`src/rtl/gpmc_bram_capture_writer.sv`:
```
// gpmc_bram_capture_writer: streams valid/ready samples into BRAM port B from address 0, one-shot or ring (CAPTURE_WRAP_EN).
module gpmc_bram_capture_writer #(
  parameter int ADDR_W  = 11,
  parameter int DATA_W  = 16,
  parameter int CAP_LEN = 2048
) (
  input  logic              CLK,
  input  logic              RST,
  input  logic              s_valid,
  input  logic [DATA_W-1:0] s_data,
  output logic              s_ready,
  input  logic              arm,
  input  logic              stop,
  output logic              b_ena,
  output logic              b_wr,
  output logic [ADDR_W-1:0] b_addr,
  output logic [DATA_W-1:0] b_din,
  output logic              busy,
  output logic              done,
  output logic [ADDR_W:0]   word_count,
  output logic              wrapped
);
  typedef enum logic [1:0] {IDLE, CAPTURE, DONE} state_t;
  state_t state, state_nxt;
  logic [ADDR_W-1:0] wr_ptr;
  logic [ADDR_W:0] count_nxt;
  logic accept, start, last, wrap_nxt;
  assign s_ready = state == CAPTURE;
  assign busy = s_ready;
  assign done = state == DONE;
  assign b_wr = b_ena;
  assign accept = s_valid && s_ready;
  assign start = arm && state != CAPTURE;
`ifdef CAPTURE_WRAP_EN
  localparam logic [ADDR_W:0] DEPTH = {1'b1, {ADDR_W{1'b0}}};
  assign count_nxt = word_count == DEPTH ? word_count : word_count + 1'b1;
  assign last = 1'b0;
  // a write landing on address 0 after at least one word means the ring has wrapped
  assign wrap_nxt = wrapped || (wr_ptr == '0 && word_count != '0);
`else
  localparam logic [ADDR_W:0] CAP = (ADDR_W+1)'(CAP_LEN);
  assign count_nxt = word_count + 1'b1;
  assign last = accept && count_nxt == CAP;
  assign wrap_nxt = 1'b0;
`endif
  always_comb begin
    state_nxt = start ? CAPTURE : (s_ready && (stop || last)) ? DONE : state;
  end
  always_ff @(posedge CLK or posedge RST) begin
    if (RST) begin
      state <= IDLE;
      b_ena <= 1'b0;
      b_addr <= '0;
      b_din <= '0;
      wr_ptr <= '0;
      word_count <= '0;
      wrapped <= 1'b0;
    end else begin
      state <= state_nxt;
      b_ena <= accept;
      if (start) begin
        wr_ptr <= '0;
        word_count <= '0;
        wrapped <= 1'b0;
      end else if (accept) begin
        b_addr <= wr_ptr;
        b_din <= s_data;
        wr_ptr <= wr_ptr + 1'b1;
        word_count <= count_nxt;
        wrapped <= wrap_nxt;
      end
    end
  end
endmodule

```
`config.mk`:
```
export PLATFORM = sky130hd
export DESIGN_NAME = gpmc_bram_capture_writer
export DESIGN_NICKNAME = d
export VERILOG_FILES = /design/src/rtl/gpmc_bram_capture_writer.sv
export SDC_FILE = /design/constraint.sdc
export NUM_CORES = 1
export LEC_CHECK = 0
export BUFFER_PORTS_ARGS = -buffer_cell sky130_fd_sc_hd__buf_2
export CAP_MARGIN = 20
export CORE_MARGIN = 1
export CORE_UTILIZATION = 35
export CTS_BUF_LIST = sky130_fd_sc_hd__clkbuf_4
export DETAILED_ROUTE_END_ITERATION = 12
export PLACE_DENSITY = 0.54
export SYNTH_ARGS = -nofsm -noshare
export SYNTH_HDL_FRONTEND = slang
export SYNTH_SLANG_ARGS = --single-unit
```
`constraint.sdc`:
```
create_clock -name CLK -period 3.1 [get_ports CLK]
set_clock_uncertainty 0.15 [all_clocks]
set_input_delay 0.62 -clock CLK [delete_from_list [all_inputs] [get_ports CLK]]
set_output_delay 0.62 -clock CLK [all_outputs]
set_load 0.02 [all_outputs]
```
==> flow_metrics.tcl, run 1 <==
set metrics [dict create \
    syn2layout_area_growth_pct 20.0 \
    clock_path_buffers 2 \
    post_cts_buffers 0 \
    path_cells "and2b_1, nand2_1, inv_2, buf_4, nand2b_1, mux2i_1, o211ai_1, o211a_1" \
    synth_top_area_cell "dfrtp_1" \
    hold_class "in -> async" \
    routed_via_density 4.79 \
    grt_pass1_wl_um 8770 \
    rsz0062_at_grt "no" \
    antenna_found_initial 0 \
    grt-ovfl-total 0 \
    fmax_mhz 460 \
    grt_max_degree 40 \
    cts_tree "yes" \
    synth_xor_area_frac 0.0296 \
    cts.clk_slew.worst_paths_ns 0.15 \
    leakage_nw 1.52 \
    drt_iter0_drc 80 \
    insertion_delay_ns 0.36 \
    syn_area_um2 2370 \
    yosys_register_bits 53 \
    drt-met1-wl_um 2400 \
    cp_max_fo 30 \
    yosysMostFrequentCell "nand2_1" \
    fin_ws_ns 0.928 \
    start_util 0.368 \
    synth-adder-area-share 0.0106 \
    htreeDepth 2 \
    totalPowerFinal_mw 2.03 \
    route.met3.wl_um 203 \
    ctsHoldBuffers 0 \
    synth_edf_count 0 \
    period_share 0.701 \
    power_density_nw_per_um2 714 \
    grt_usage 0.155 \
    dieWidth_um 84.2 \
    nNetsFinal 351 \
    outcome "finished, violations left" \
    multi_input_area_um2 963 \
    worst_slew_pin_slew_ns 0.890 \
    fin_crit_ns 2.17 \
    synth.distinct_cells 36 \
    maxUsedRoutingLayer "met4" \
    ys_seq_area_frac 0.561 \
    vdd_drop_max_uv 310 \
    synth-simple-area-share 0.277 \
    die-area_um2 7090 \
    synth_cells 265 \
    synth.area.top_cells "dfrtp_1 (56%), nand2_1 (16%), o21ai_0 (4.2%), xor2_1 (2.6%), nor2_1 (2.5%)" \
    vias 1944 \
    async_reset_ff_frac 1.00 \
    syn-num-nets 288 \
    drtAntennaViolNets 0 \
    swShare 0.388 \
    max_stage_delay_ns 0.42 \
    synth_top_area_share 0.561 \
    yosys_most_used_dff "dfrtp_1" \
    fillers 665 \
    final_core_util 0.442 \
    p_comb_frac 0.347 \
    synth_top_family_by_area "simple AND/OR/NAND/NOR gates" \
    hold_violations 0 \
    p_sw_uw 786 \
    wl_per_cell_um 12.4 \
    maxCapViolCount 0 \
    gp_congestion 0.776 \
    slew_violations 0 \
    clkPwrFrac 0.194 \
    place_inst 398 \
    instances_no_fill 406 \
    slew_headroom 0.405 \
    avgSynthCellArea_um2 8.93 \
    regArea_um2 1330 \
    synthTopCellsByCount "nand2_1 (104), dfrtp_1 (53), o21ai_0 (20), nor2_1 (16), xor2_1 (7)" \
    pwr-share-seq 0.459 \
    critPathLaunchType "flip-flop" \
    coreArea_um2 6420 \
    diodes 0 \
    synth_mux_area_frac 0.00423 \
    drc 8 \
    synth_compound_area_frac 0.0846 \
    pre_cts_ws_ns 0.841 \
    firstDrtPassIters 8 \
    drive_gt1_frac 0.246 \
    fin_area_um2 2840 \
    grt_pass1_vias 1838 \
    cts_made_buffers 5 \
    clkSinkCount 53 \
    met2WireLength_um 2380 \
    timing.hold.ws_ns 0.0614 \
    arrival_ns 2.29 \
    violations "DRC" \
    dpl_cell_area_um2 2760 \
    worstSetupPathType "reg -> reg" \
    finalSetupTns_ns 0 \
    end_kind "flip-flop" \
    setup_violations 0 \
    root_buffer "clkbuf_4" \
    core.rowCount 29 \
    internal_power_mw 1.24 \
    yosys_warnings 0 \
    critPathSlowestCell "dfrtp_1" \
    ioPinCount 66 \
    cts_resized 0 \
    portBuffers 64 \
    critPathRequiredTime_ns 3.22 \
    routed_wl_um 5030 \
    dp_hpwl_um 3490 \
    die_h_um 84.2 \
]
## power by group through the flow
stage / combinational (mW) / sequential [mW] / clock [mW]
finish: 0.703 / 0.930 / 0.393
global route: 0.784 / 0.956 / 0.443
CTS: 0.720 / 0.934 / 0.411
detailed placement: 0.720 / 0.948 / 0
global placement: 0.711 / 0.947 / 0
floorplan: 0.337 / 1.10 / 0
## path summary, 6_finish.rpt
path | start | end | slack, ns | depth (start not counted)
setup / recovery | state[1]$_DFFE_PP0P_ | state[0]$_DFFE_PP0P_ | 0.93 | 8
setup reg to reg | state[1]$_DFFE_PP0P_ | state[0]$_DFFE_PP0P_ | 0.93 | 8
hold reg to reg | b_addr[8]$_DFFE_PP0P_ | b_addr[8]$_DFFE_PP0P_ | 0.33 | 2
max in group asynchronous | RST | word_count[11]$_DFFE_PP0P_ | 2.13 | 3
min in group CLK | s_data[11] | b_din[11]$_DFFE_PP0P_ | 0.28 | 3
hold / removal | RST | b_din[8]$_DFFE_PP0P_ | 0.06 | 2
## critical path: cells and delay by family (launching register included)
family                 cells  cell delay (ns)
DFF                        1             0.42
buffers and inverters      2             0.55
muxes                      1             0.20
and+or+nand+nor            3             0.44
AOI/OAI and AO/OA          2             0.31
## layout by cell type (no fill, tap or decap), types with 2 or more instances in the layout
cell,count
a21oi_1,4
a22o_1,2
and3_1,3
buf_2,64
buf_4,5
clkbuf_4,6
dfrtp_1,53
ha_1,2
inv_2,2
nand2_1,104
nand2b_1,3
nand3_1,5
nand4_1,3
nor2_1,16
nor2b_1,2
nor3_1,2
nor4_1,4
o21ai_0,20
or3_1,5
xor2_1,7
## layer usage
metal | vias to the layer above | global-route usage
met5 | - | 0
met4 | 0 | 0.0376
met3 | 5 | 0.0344
met2 | 42 | 0.253
met1 | 904 | 0.210
li1 | 993 | -
## kinds of logic after synthesis
| group | after synthesis |
|---|---|
| AND/OR/NAND/NOR | 151 |
| buffers and inverters | 16 |
| flip-flops | 53 |
| adder cells (fa/ha/maj) | 2 |
| multiplexers | 1 |
| XOR/XNOR | 8 |
| other | 1 |
| AO/OA/AOI/OAI | 33 |
## area by class of cell
class,instances,area share
clock buffers,6,0.0159
flip-flops and latches,53,0.467
multi-input cells,196,0.339
repair buffers,69,0.126
well taps,77,0.0339
clock inverters,2,0.0137
inverters,3,0.00397
## registers in the layout, summed over array words and instances, names as in the netlist
signal and cells:
b_din 16, state 2, wr_ptr 11, b_ena 1
b_addr 11, word_count 12
No activity file was read; power rests on OpenSTA's default activity.
==> run 2, diff against run 1 <==
- ABC_AREA: unset -> 1
- PLACE_DENSITY: 0.54 -> 0.56
- clock period: 3.1 -> 1.85 ns (I/O delays scaled with it)
==> run 2 against run 1 <==
The run now ends clean. Worst hold slack lost 0.037 ns. Synthesized cell count grew 11%. Sequential power grew 71%. Clock power grew 44%. Via count grew 9.9%. Combinational power grew 91%. Critical path type is now reg -> out.
==> flow_metrics.tcl, run 2 <==
set metrics [dict create \
    syn_area_um2 2430 \
    critPathRequiredTime_ns 1.33 \
    cts_tree "yes" \
    nNetsFinal 401 \
    syn-num-nets 317 \
    drive_gt1_frac 0.256 \
    r2r_slack_ns 0.15 \
    die-area_um2 7270 \
    routed_via_density 4.68 \
    regArea_um2 1330 \
    fillers 648 \
    clkSinkCount 53 \
    root_buffer "clkbuf_4" \
    outcome "complete, no violations" \
    async_reset_ff_frac 1.00 \
    top_register "b_din" \
    hold_violations 0 \
    dp_hpwl_um 3900 \
    insertion_delay_ns 0.38 \
    vdd_drop_max_uv 663 \
    leakage_nw 1.65 \
    critPathLaunchType "flip-flop" \
    synth_top_area_cell "dfrtp_1" \
    mostFrequentLayoutCells "nand2_1 (111), buf_2 (62), dfrtp_1 (51)" \
    coreArea_um2 6530 \
    synth_cells 294 \
    cp_max_fo 5 \
    slew_violations 0 \
    ys_seq_area_frac 0.547 \
    grt-ovfl-total 0 \
    portBuffers 64 \
    r2r_end "wr_ptr[10]$_DFFE_PP0P_" \
    synthTopCellsByCount "nand2_1 (111), dfrtp_1 (53), inv_1 (30), o21ai_0 (22), nor2_1 (14)" \
    firstDrtPassIters 6 \
    power_density_nw_per_um2 1120 \
    routed_wl_um 5570 \
    min_path_cells 3 \
    fin_area_um2 3110 \
    min_to "b_din[15]$_DFFE_PP0P_" \
    cts.clk_slew.worst_paths_ns 0.17 \
    wl_per_cell_um 12.2 \
    min_from "s_data[15]" \
    die_h_um 85.3 \
    antenna_found_initial 0 \
    synth.area.top_cells "dfrtp_1 (55%), nand2_1 (17%), inv_1 (4.6%), o21ai_0 (4.5%), nand3_1 (2.5%)" \
    yosysMostFrequentCell "nand2_1" \
    clock_path_buffers 2 \
    ioPinCount 66 \
    yosys_warnings 0 \
    core.rowCount 29 \
    rsz0062_at_grt "yes" \
    maxCapViolCount 0 \
    syn2layout_area_growth_pct 28.4 \
    grt_pass1_vias 2023 \
    cts_made_buffers 5 \
    start_util 0.371 \
    arrival_ns 1.19 \
    hold_class "in -> reg" \
    fin_crit_ns 1.71 \
    vias 2136 \
    yosys_most_used_dff "dfrtp_1" \
    rr_startpoint "state[1]$_DFFE_PP0P_" \
    instances_no_fill 456 \
    drt_iter0_drc 103 \
    top_regs "b_din x16, word_count x12" \
    synth.distinct_cells 31 \
    period_share 0.924 \
    dieWidth_um 85.3 \
    drtAntennaViolNets 0 \
    layout_commonest_cell "nand2_1" \
    grt_pass1_wl_um 9400 \
    startpoint "state[1]$_DFFE_PP0P_" \
    place_inst 434 \
    synth_edf_count 0 \
    synth_top_area_share 0.547 \
    worstSetupPathType "reg -> out" \
    grt_usage 0.163 \
    drc 0 \
    largest_reg_flops 16 \
    grt_max_degree 28 \
    post_cts_buffers 0 \
    ff2ff_path_depth 8 \
    yosys_register_bits 53 \
    dpl_cell_area_um2 2890 \
    htreeDepth 2 \
    setup_violations 0 \
    multi_input_area_um2 927 \
    fmax_mhz 585 \
    end_kind "output port" \
    diodes 0 \
    avgSynthCellArea_um2 8.25 \
    gp_congestion 0.811 \
]
run 2: changes by cell type after synthesis, sizes merged, moves of 5 or more:
cell,delta
o22ai,+5
buf,-5
a21oi,+5
xor2,-6
nand2,+8
nand3,+8
or3,-5
inv,+28
run 2: per-stage QoR:
step,hold slack [ns],setup WS [ns],util,setup TNS (ns),total power [mW]
4_1_cts,0.000291,0.0342,0.474,0,3.53
5_1_grt,0.0249,-0.0148,0.477,-0.0274,3.74
3_3_place_gp,0.241,0.178,0.443,0,2.91
3_5_place_dp,0.243,0.127,0.443,0,2.93
6_report,0.0239,0.140,0.477,0,3.50
2_1_floorplan,0.299,0.0438,-,0,2.45
run 2: kinds of logic after synthesis:
| group | Yosys count | synth area share |
|---|---|---|
| other | 1 | 0.00155 |
| DFF | 53 | 0.547 |
| adders and majority gates | 2 | 0.0103 |
| AOI/OAI and AO/OA | 42 | 0.0954 |
| and+or+nand+nor | 152 | 0.268 |
| xor gates and xnor gates | 1 | 0.00361 |
| buffers and inverters | 43 | 0.0748 |
run 2: how the worst max path moves through the flow:
stage	to	cells past startpoint	slack, ns
floorplan	b_addr[0]$_DFFE_PP0P_	1	0.04
global placement	state[0]$_DFFE_PP0P_	11	0.18
detailed placement	state[0]$_DFFE_PP0P_	11	0.13
CTS	busy	4	0.03
global route	wr_ptr[7]$_DFFE_PP0P_	6	-0.01
finish	busy	4	0.14
run 2: cell type report:
| cell class | count | share of cell area |
|---|---|---|
| multi-input cells | 198 | 0.298 |
| clock inverters | 3 | 0.00844 |
| flip-flops and latches | 53 | 0.427 |
| clock buffers | 5 | 0.0121 |
| repair buffers | 88 | 0.186 |
| inverters | 32 | 0.0386 |
| well taps | 77 | 0.0309 |
run 2: power breakdown:
group	internal, mW	switching [mW]
combinational	0.467	0.872
sequential	1.42	0.175
clock	0.164	0.403
total	2.05	1.45
run 2: critical path: stages, from the launching register on:
cell and delay [ns]:
dfrtp_1 0.41, inv_1 0.10, nand2_1 0.07, inv_2 0.09, buf_4 0.15
run 2: timing repair:
item	CTS	global route
gates resized for setup	0	8
hold buffers	14	0
endpoints found under the setup margin	0	6
endpoints found under the hold margin	29	0
run 2: per-layer routing:
layer | share of wire | vias to the layer above | track usage
li1 | - | 1098 | -
met1 | 0.48 | 986 | 0.219
met2 | 0.46 | 50 | 0.263
met3 | 0.045 | 2 | 0.0379
met4 | 0.0056 | 0 | 0.0515
met5 | 0 | - | 0
==> run 3, diff against run 2 <==
- BUFFER_PORTS_ARGS: -buffer_cell sky130_fd_sc_hd__buf_2 -> -buffer_cell sky130_fd_sc_hd__clkbuf_2
- CTS_BUF_LIST: sky130_fd_sc_hd__clkbuf_4 -> sky130_fd_sc_hd__clkbuf_8
==> run 3 against run 2 <==
Highest routed layer unchanged. Critical endpoint is now s_ready. Total power is 3.0% higher. Largest cell class unchanged. Critical path depth stayed put. Wire length is 2.0% lower.
==> flow_metrics.tcl, run 3 (same netlist as run 2, synthesis figures left out) <==
set metrics [dict create \
    drtAntennaViolNets 0 \
    core.rowCount 29 \
    portBuffers 64 \
    cp_max_fo 5 \
    layout_commonest_cell "nand2_1" \
    fmax_mhz 569 \
    htreeDepth 2 \
    drc 0 \
    coreArea_um2 6530 \
    setup_violations 0 \
    top_register "b_din" \
    power_density_nw_per_um2 1200 \
    die_h_um 85.3 \
    drt_iter0_drc 89 \
    fillers 680 \
    root_buffer "clkbuf_8" \
    die-area_um2 7270 \
    insertion_delay_ns 0.31 \
    firstDrtPassIters 4 \
    final_core_util 0.461 \
    rr_startpoint "word_count[2]$_DFFE_PP0P_" \
    startpoint "state[1]$_DFFE_PP0P_" \
    grt_usage 0.159 \
    antenna_found_initial 0 \
    vias 2098 \
    grt_pass1_wl_um 9160 \
    clkSinkCount 53 \
    r2r_slack_ns 0.15 \
    critPathLaunchType "flip-flop" \
    diodes 0 \
    cts.clk_slew.worst_paths_ns 0.11 \
    grt_pass1_vias 1953 \
    mostFrequentLayoutCells "nand2_1 (110), clkbuf_2 (64), dfrtp_1 (51)" \
    clock_path_buffers 2 \
    hold_class "in -> reg" \
    ioPinCount 66 \
    routed_via_density 4.74 \
    totalPowerFinal_mw 3.60 \
    arrival_ns 1.24 \
    hold_violations 0 \
    dieWidth_um 85.3 \
    vdd_drop_max_uv 532 \
    fin_crit_ns 1.76 \
    min_from "s_data[8]" \
    syn2layout_area_growth_pct 24.1 \
    dp_hpwl_um 3930 \
    outcome "complete, no violations" \
    nNetsFinal 388 \
    grt_max_degree 43 \
    start_util 0.371 \
    routed_wl_um 5460 \
    cts_made_buffers 5 \
    period_share 0.949 \
    slew_violations 0 \
    largest_reg_flops 16 \
    wl_per_cell_um 12.3 \
    min_to "b_din[8]$_DFFE_PP0P_" \
    cts_tree "yes" \
    end_kind "output port" \
    r2r_end "state[1]$_DFFE_PP0P_" \
    worstSetupPathType "reg -> out" \
    leakage_nw 1.59 \
    drive_gt1_frac 0.265 \
    min_path_cells 3 \
    ff2ff_path_depth 9 \
    maxCapViolCount 0 \
    critPathRequiredTime_ns 1.33 \
    top_regs "b_din x16, word_count x12" \
    gp_congestion 0.871 \
    grt-ovfl-total 0 \
]
## run 3: cell types whose count changed in the layout (fill, tap and decap cells not counted), moves of 2 or more
| cell | delta |
|---|---|
| clkbuf_4 | -5 |
| clkbuf_2 | +64 |
| inv_6 | -2 |
| clkinv_4 | +2 |
| buf_12 | -2 |
| buf_2 | -62 |
| dlygate4sd3_1 | -13 |
| clkbuf_8 | +5 |
## run 3: layer usage
metal  up-vias  part of all wire  global-route usage
met3         5             0.040              0.0272
met4         0             0.014              0.0545
met5         -                 0                   0
met1       970              0.49               0.221
li1       1071                 -                   -
met2        52              0.46               0.251
## run 3: final cells by class
class,count,area (um^2),area share
well taps,77,96.3,0.0320
flip-flops and latches,53,1330,0.441
repair buffers,75,418,0.139
clock buffers,5,68.8,0.0229
inverters,32,120,0.0399
clock inverters,3,26.3,0.00873
multi-input cells,198,952,0.316
## run 3: power by group
part	internal [mW]	total, mW	switching (mW)
combinational	0.432	1.31	0.873
sequential	1.42	1.61	0.193
clock	0.277	0.686	0.410
## run 3: worst max-delay path by stage
| stage | depth (start not counted) | endpoint |
|---|---|---|
| 6_report | 4 | s_ready |
| 3_3_place_gp | 11 | state[0]$_DFFE_PP0P_ |
| 3_5_place_dp | 11 | state[0]$_DFFE_PP0P_ |
| 5_1_grt | 8 | state[0]$_DFFE_PP0P_ |
| 2_1_floorplan | 1 | b_addr[0]$_DFFE_PP0P_ |
| 4_1_cts | 4 | busy |
## run 3: worst max-delay path: stages (launching register included)
cell      delay, ns
dfrtp_1        0.40
inv_1          0.13
nand2_1        0.07
inv_1          0.14
clkbuf_2       0.20
## run 3: through the flow
| step | worst slack (ns) | std cells | cell area, um^2 | setup TNS (ns) | hold slack (ns) |
|---|---|---|---|---|---|
| after floorplan | 0.0438 | 294 | 2430 | 0 | 0.299 |
| after global placement | 0.174 | 434 | 2870 | 0 | 0.161 |
| after detailed placement | 0.137 | 434 | 2870 | 0 | 0.168 |
| after CTS | 0.0967 | 443 | 2970 | 0 | 0.0806 |
| after global routing | -0.00951 | 443 | 3010 | -0.0165 | 0.0896 |
| final | 0.0940 | 443 | 3010 | 0 | 0.0892 |
## run 3: timing repair
item,4_1_cts,5_1_grt
gates resized for setup,0,9
endpoints found under the setup margin,0,3
hold buffers,1,0
setup buffers,0,0
hold endpoints to repair,11,0
